### src/rtl/xgmii_rx_decap.sv
// rtl/xgmii_rx_decap.sv - XGMII receive decapsulator: filters tunnelled UDP frames, checks FCS
// and writes 64-bit TLP words with start/last/error flags into a FIFO.
module xgmii_rx_decap #(
   parameter logic [31:0] MAGIC_CODE     = 32'h7e1c_0de5,
   parameter logic [15:0] UDP_PORT       = 16'h0d5e,
   parameter int          MAX_DATA_WORDS = 40
) (
   input  logic        xgmii_clk,
   input  logic        sys_rst_n,
   input  logic [71:0] xgmii_rxd,
   input  logic [47:0] if_macaddr,
   input  logic [31:0] if_v4addr,
   output logic [71:0] din,
   output logic        wr_en,
   input  logic        full,
   output logic [31:0] rx_good_cnt,
   output logic [31:0] rx_drop_cnt,
   output logic [31:0] rx_crc_err_cnt,
   output logic        rx_overflow
);
   localparam logic [71:0] W0_PATTERN = 72'h01_d555_5555_5555_55fb;
   localparam int          CW         = $clog2(MAX_DATA_WORDS + 1);
   localparam logic [CW-1:0] MAX_CNT  = CW'(MAX_DATA_WORDS);

   typedef enum logic [1:0] {IDLE, HDR, DATA, DROP} state_t;
   state_t state, state_nxt;

   logic [7:0]    rxc;
   logic [63:0]   rxd;
   logic [2:0]    hdr_idx;
   logic [31:0]   crc;
   logic [63:0]   hold_data;
   logic          hold_vld;
   logic          first_pend;
   logic [CW-1:0] data_cnt;
   logic [47:0]   mac_wire;

   logic is_w0, is_term, has_fd, hdr_ok, crc_ok;
   logic start_frame, crc_upd, hdr_adv, hold_load, hold_clr;
   logic wr, wr_last, wr_err, inc_good, inc_drop, inc_crc, set_ovf;

   assign rxc = xgmii_rxd[71:64];
   assign rxd = xgmii_rxd[63:0];

   // Lane 0 carries the first byte on the wire, i.e. the MSB of the address.
   assign mac_wire = {if_macaddr[7:0], if_macaddr[15:8], if_macaddr[23:16],
                      if_macaddr[31:24], if_macaddr[39:32], if_macaddr[47:40]};

   // Reflected Ethernet CRC-32, lane 0 first, LSB first within each byte.
   function automatic logic [31:0] crc32_d64(input logic [63:0] d, input logic [31:0] c);
      logic [31:0] r;
      r = c;
      for (int i = 0; i < 64; i++) begin
         if (r[0] ^ d[i]) r = (r >> 1) ^ 32'hedb8_8320;
         else             r = r >> 1;
      end
      return r;
   endfunction

   assign is_w0   = (xgmii_rxd == W0_PATTERN);
   assign is_term = (rxc == 8'hf0) && (rxd[63:32] == 32'h0707_07fd);
   assign crc_ok  = (rxd[31:0] == ~crc);

   always_comb begin
      has_fd = 1'b0;
      for (int i = 0; i < 8; i++) begin
         if (rxc[i] && (rxd[8*i +: 8] == 8'hfd)) has_fd = 1'b1;
      end
   end

   always_comb begin
      hdr_ok = 1'b0;
      case (hdr_idx)
         3'd1: hdr_ok = (rxd[47:0] == mac_wire) || (rxd[47:0] == 48'hffff_ffff_ffff);
         3'd2: hdr_ok = (rxd[39:32] == 8'h08) && (rxd[47:40] == 8'h00) && (rxd[55:48] == 8'h45);
         3'd3: hdr_ok = (rxd[63:56] == 8'h11);
         3'd4: hdr_ok = (rxd[63:48] == {if_v4addr[23:16], if_v4addr[31:24]});
         3'd5: hdr_ok = (rxd[15:0] == {if_v4addr[7:0], if_v4addr[15:8]}) &&
                        (rxd[47:32] == {UDP_PORT[7:0], UDP_PORT[15:8]});
         3'd6: hdr_ok = (rxd[47:16] == {MAGIC_CODE[7:0], MAGIC_CODE[15:8],
                                        MAGIC_CODE[23:16], MAGIC_CODE[31:24]});
         default: hdr_ok = 1'b0;
      endcase
   end

   always_ff @(posedge xgmii_clk or negedge sys_rst_n) begin
      if (!sys_rst_n) state <= IDLE;
      else            state <= state_nxt;
   end

   always_comb begin
      state_nxt   = state;
      start_frame = 1'b0;
      crc_upd     = 1'b0;
      hdr_adv     = 1'b0;
      hold_load   = 1'b0;
      hold_clr    = 1'b0;
      wr          = 1'b0;
      wr_last     = 1'b0;
      wr_err      = 1'b0;
      inc_good    = 1'b0;
      inc_drop    = 1'b0;
      inc_crc     = 1'b0;
      set_ovf     = 1'b0;
      case (state)
         IDLE: begin
            if (is_w0) begin
               state_nxt   = HDR;
               start_frame = 1'b1;
            end
         end
         HDR: begin
            if ((rxc != 8'h00) || !hdr_ok) begin
               inc_drop  = 1'b1;
               state_nxt = has_fd ? IDLE : DROP;
            end else begin
               crc_upd = 1'b1;
               if (hdr_idx == 3'd6) begin
                  if (full) begin
                     inc_drop  = 1'b1;
                     state_nxt = DROP;
                  end else begin
                     state_nxt = DATA;
                  end
               end else begin
                  hdr_adv = 1'b1;
               end
            end
         end
         DATA: begin
            if ((rxc == 8'h00) && (data_cnt != MAX_CNT)) begin
               if (hold_vld && full) begin
                  set_ovf   = 1'b1;
                  inc_crc   = 1'b1;
                  hold_clr  = 1'b1;
                  state_nxt = DROP;
               end else begin
                  wr        = hold_vld;
                  hold_load = 1'b1;
                  crc_upd   = 1'b1;
               end
            end else begin
               // Frame closes here: clean terminate, bad control, oversize or a new W0.
               hold_clr = 1'b1;
               if (!hold_vld) begin
                  inc_drop = 1'b1;
               end else if (full) begin
                  set_ovf = 1'b1;
                  inc_crc = 1'b1;
               end else begin
                  wr      = 1'b1;
                  wr_last = 1'b1;
                  if (is_term && crc_ok) begin
                     inc_good = 1'b1;
                  end else begin
                     wr_err  = 1'b1;
                     inc_crc = 1'b1;
                  end
               end
               if (is_w0) begin
                  state_nxt   = HDR;
                  start_frame = 1'b1;
               end else if (has_fd) begin
                  state_nxt = IDLE;
               end else begin
                  state_nxt = DROP;
               end
            end
         end
         DROP: begin
            if (has_fd) state_nxt = IDLE;
         end
         default: state_nxt = IDLE;
      endcase
   end

   always_ff @(posedge xgmii_clk or negedge sys_rst_n) begin
      if (!sys_rst_n) begin
         din            <= '0;
         wr_en          <= 1'b0;
         crc            <= '1;
         hdr_idx        <= '0;
         data_cnt       <= '0;
         hold_data      <= '0;
         hold_vld       <= 1'b0;
         first_pend     <= 1'b0;
         rx_good_cnt    <= '0;
         rx_drop_cnt    <= '0;
         rx_crc_err_cnt <= '0;
         rx_overflow    <= 1'b0;
      end else begin
         wr_en <= wr;
         if (wr) din <= {3'b000, wr_err, 1'b1, 1'b1, wr_last, first_pend, hold_data};
         if (start_frame) begin
            crc      <= '1;
            hdr_idx  <= 3'd1;
            data_cnt <= '0;
         end else begin
            if (crc_upd)   crc      <= crc32_d64(rxd, crc);
            if (hdr_adv)   hdr_idx  <= hdr_idx + 3'd1;
            if (hold_load) data_cnt <= data_cnt + 1'b1;
         end
         if (start_frame) first_pend <= 1'b1;
         else if (wr)     first_pend <= 1'b0;
         if (hold_load) begin
            hold_data <= rxd;
            hold_vld  <= 1'b1;
         end else if (hold_clr) begin
            hold_vld <= 1'b0;
         end
         if (inc_good) rx_good_cnt    <= rx_good_cnt + 32'd1;
         if (inc_drop) rx_drop_cnt    <= rx_drop_cnt + 32'd1;
         if (inc_crc)  rx_crc_err_cnt <= rx_crc_err_cnt + 32'd1;
         if (set_ovf)  rx_overflow    <= 1'b1;
      end
   end
endmodule
### config.mk
export PLATFORM = sky130hd
export DESIGN_NAME = xgmii_rx_decap
export DESIGN_NICKNAME = d
export VERILOG_FILES = /design/src/rtl/xgmii_rx_decap.sv
export SDC_FILE = /design/constraint.sdc
export NUM_CORES = 1
export LEC_CHECK = 0
export CORE_MARGIN = 8
export CORE_UTILIZATION = 55
export DETAILED_ROUTE_END_ITERATION = 16
export PLACE_DENSITY_LB_ADDON = 0.1
export SLEW_MARGIN = 0
export SYNTH_ARGS = -nofsm -noshare
export SYNTH_HDL_FRONTEND = slang
export SYNTH_SLANG_ARGS = --single-unit
### constraint.sdc
create_clock -name xgmii_clk -period 6.35 [get_ports xgmii_clk]
set_input_delay 1.27 -clock xgmii_clk [delete_from_list [all_inputs] [get_ports xgmii_clk]]
set_output_delay 1.27 -clock xgmii_clk [all_outputs]
set_load 0.02 [all_outputs]
==> flow_metrics.tcl <==
set metrics [dict create \
    synth_area_per_cell_um2 10.5 \
    place_area_um2 26900 \
    startpoint_type "input port" \
    gp_congestion 1.03 \
    criticalPathCategory "input port to flip-flop" \
    grt_overflow 0 \
    die_y_um 208 \
    vias 17203 \
    critPathBufInv 6 \
    hold_buffers 0 \
    cp_max_fo 5 \
    drt-vias-per-instance 5.54 \
    finalCritPeriodShare_pct 100 \
    clock_skew_ns 0.0235 \
    drive_above_1_share_pct 26.8 \
    io_pins 325 \
    clock_latency_ns 0.59 \
    totalWireLength_um 76700 \
    period_minus_slack_ns 6.36 \
    ys.flop_type "dfrtp_1" \
    reg2regPathDepth 22 \
    antenna_found_initial 9 \
    path_cells "clkdlybuf4s50_1 -> buf_4 -> xnor2_4 -> buf_4 -> xnor2_4 -> xor2_2 -> xnor3_2 -> buf_4 -> buf_12 -> xnor2_4 -> xnor2_2 -> buf_4 -> xnor3_1 -> xnor3_2 -> xnor2_1 -> xnor3_2 -> xnor3_1 -> xor3_1 -> xnor3_1 -> o21ai_0" \
    drv_slew 0 \
    crit_arrival_ns 6.88 \
    start_util_pct 55.5 \
    fmax_ghz 0.157 \
    ant_nets 0 \
    cts_sinks 275 \
    grt_pass1_wl_um 111000 \
    worstHoldPathCells 2 \
    mappedNetlistArea_um2 20200 \
    reg2reg_from "crc[5]$_DFFE_PN1P_" \
    rsz0062_at_grt "yes" \
    min_path_type "flip-flop to flip-flop" \
    syn_inst 1919 \
    synthToLayoutAreaGrowth_pct 43.8 \
    grt_max_degree 150 \
    cp-end-kind "flip-flop" \
    cts_buffers 31 \
    std_cell_rows 70 \
    layout.nets 2776 \
    cp_slowest_stage_delay_ns 0.58 \
    yosysSeqAreaShare_pct 34.2 \
    coreArea_um2 36400 \
    cts_tree "built" \
    cts_buffer_depth 3 \
    regToRegEndpoint "crc[18]$_DFFE_PN1P_" \
    ys_seq_elements 275 \
    tightest_slew_ns 1.01 \
    grt_pass1_vias 17258 \
    synth_cell_type_count 56 \
    slew_headroom_pct 31.9 \
    cts_max_level 1 \
    dr.pass1.iters 5 \
    crit_top_cell "buf_4" \
    yosysWarnings 0 \
    maxCapViolCount 0 \
    synth_edf_count 0 \
    hp-start "hold_data[38]$_DFFE_PN0P_" \
    dp_hpwl_um 60200 \
    async_flop_share_pct 100 \
    timing.setup.tns_ns -0.0137 \
    final.setup.worst_slack_ns -0.0137 \
    fp.dieW_um 208 \
    clk_pin_slew_ns 0.07 \
    track_usage_pct 34.1 \
    violations "setup timing" \
    io_buffers 321 \
    wire_per_inst_um 24.7 \
    outcome "complete, but fails checks" \
    reg2reg_slack_ns 0.49 \
    hold_viol 0 \
    drt-initial-drc-count 1540 \
    fin_area_um2 29100 \
    post-route-drc-count 0 \
    final_core_util_pct 79.9 \
    die-area_um2 43200 \
    critPathTopFamily "XOR/XNOR gates" \
    setup_viol 1 \
    critical_path_required_ns 6.87 \
    root_buffer "clkbuf_16" \
    crit_slowest_cell "xnor3_2" \
    whs_endpoint "din[38]$_DFFE_PN0P_" \
]
[what timing repair did]
action                                  CTS  global route
buffers inserted                         12            52
pin swaps                                24            42
endpoints found under the setup margin   20            26
gates resized for setup                  43            68
[tightest hold or removal path: stages, from the launching register on]
cell and delay (ns):
dfrtp_1 0.34, nand2_1 0.05, nand2_1 0.05
[sequential cells by signal (all words and copies together), names as in the netlist]
register	count
hold_vld	1
hold_data	64
din	68
rx_drop_cnt	32
state	2
data_cnt	6
rx_good_cnt	32
wr_en	1
rx_overflow	1
crc	32
rx_crc_err_cnt	32
first_pend	1
hdr_idx	3
[stage by stage]
step           cells  hold slack (ns)  setup slack [ns]
3_3_place_gp    2977            0.447            -0.729
4_1_cts         3045            0.464           -0.0203
6_report        3106            0.465           -0.0137
2_1_floorplan   1921            0.439           -0.0397
3_5_place_dp    2977            0.447            -0.754
5_1_grt         3103            0.484            -0.157
[metal layers]
layer	up-vias	track usage (%)	wire length (µm)
li1	7652	-	-
met1	8508	43.8	29900
met5	-	0	12
met3	184	6.36	6550
met2	857	56.7	36800
met4	2	13.7	3420
[layout make-up]
cell class	count	area, µm²
antenna	9	22.5
clock buffer	39	846
clock inverter	17	214
fill	2303	7320
inverter	33	129
multi-input combinational	1533	13900
sequential	275	6920
tap	468	586
timing repair buffer	732	6520
[kinds of logic (layout without fill, tap and decap cells)]
group	after synthesis	after routing	synth area share (%)
xor gates and xnor gates	689	689	43.8
muxes	4	4	0.216
and+or+nand+nor	747	747	16.3
adders and majority gates	15	15	0.927
DFF	275	275	34.2
buffers and inverters	113	821	2.48
AOI/OAI and AO/OA	75	75	2.02
other	1	12	0.0185
[cells in the mapped netlist, types with 21 or more instances]
master | instances | area (µm²)
o21ai_0 | 42 | 210
nor2_1 | 62 | 233
dfrtp_1 | 243 | 6080
xor2_1 | 110 | 963
xnor2_2 | 21 | 342
nor3_1 | 27 | 135
xnor3_1 | 115 | 2590
and3_1 | 25 | 156
clkbuf_1 | 52 | 195
nor4_1 | 28 | 175
xnor2_1 | 371 | 3250
inv_1 | 32 | 120
nand3_1 | 44 | 220
dfstp_2 | 32 | 841
nand4_1 | 44 | 275
nand2_1 | 466 | 1750
[layout by cell type, fill, tap and decap left out, types with 32 or more instances in the layout]
cell type          n
buf_4            388
clkdlybuf4s50_1  305
dfrtp_1          243
dfstp_2           32
nand2_1          466
nand3_1           43
nand4_1           44
nor2_1            61
o21ai_0           41
xnor2_1          315
xnor2_2           51
xnor2_4           39
xnor3_1           83
xnor3_2           49
xor2_1            91
[worst max path at each step]
stage	from	endpoint	depth (start not counted)
4_1_cts	xgmii_rxd[2]	crc[26]$_DFFE_PN1P_	17
3_3_place_gp	xgmii_rxd[6]	crc[21]$_DFFE_PN1P_	16
3_5_place_dp	xgmii_rxd[1]	crc[26]$_DFFE_PN1P_	16
2_1_floorplan	xgmii_rxd[9]	crc[20]$_DFFE_PN1P_	15
6_report	xgmii_rxd[8]	crc[21]$_DFFE_PN1P_	20
5_1_grt	xgmii_rxd[8]	crc[21]$_DFFE_PN1P_	20
Power is not shown: default switching activity piles up to over one toggle a cycle in this logic, so the estimate is an artifact.
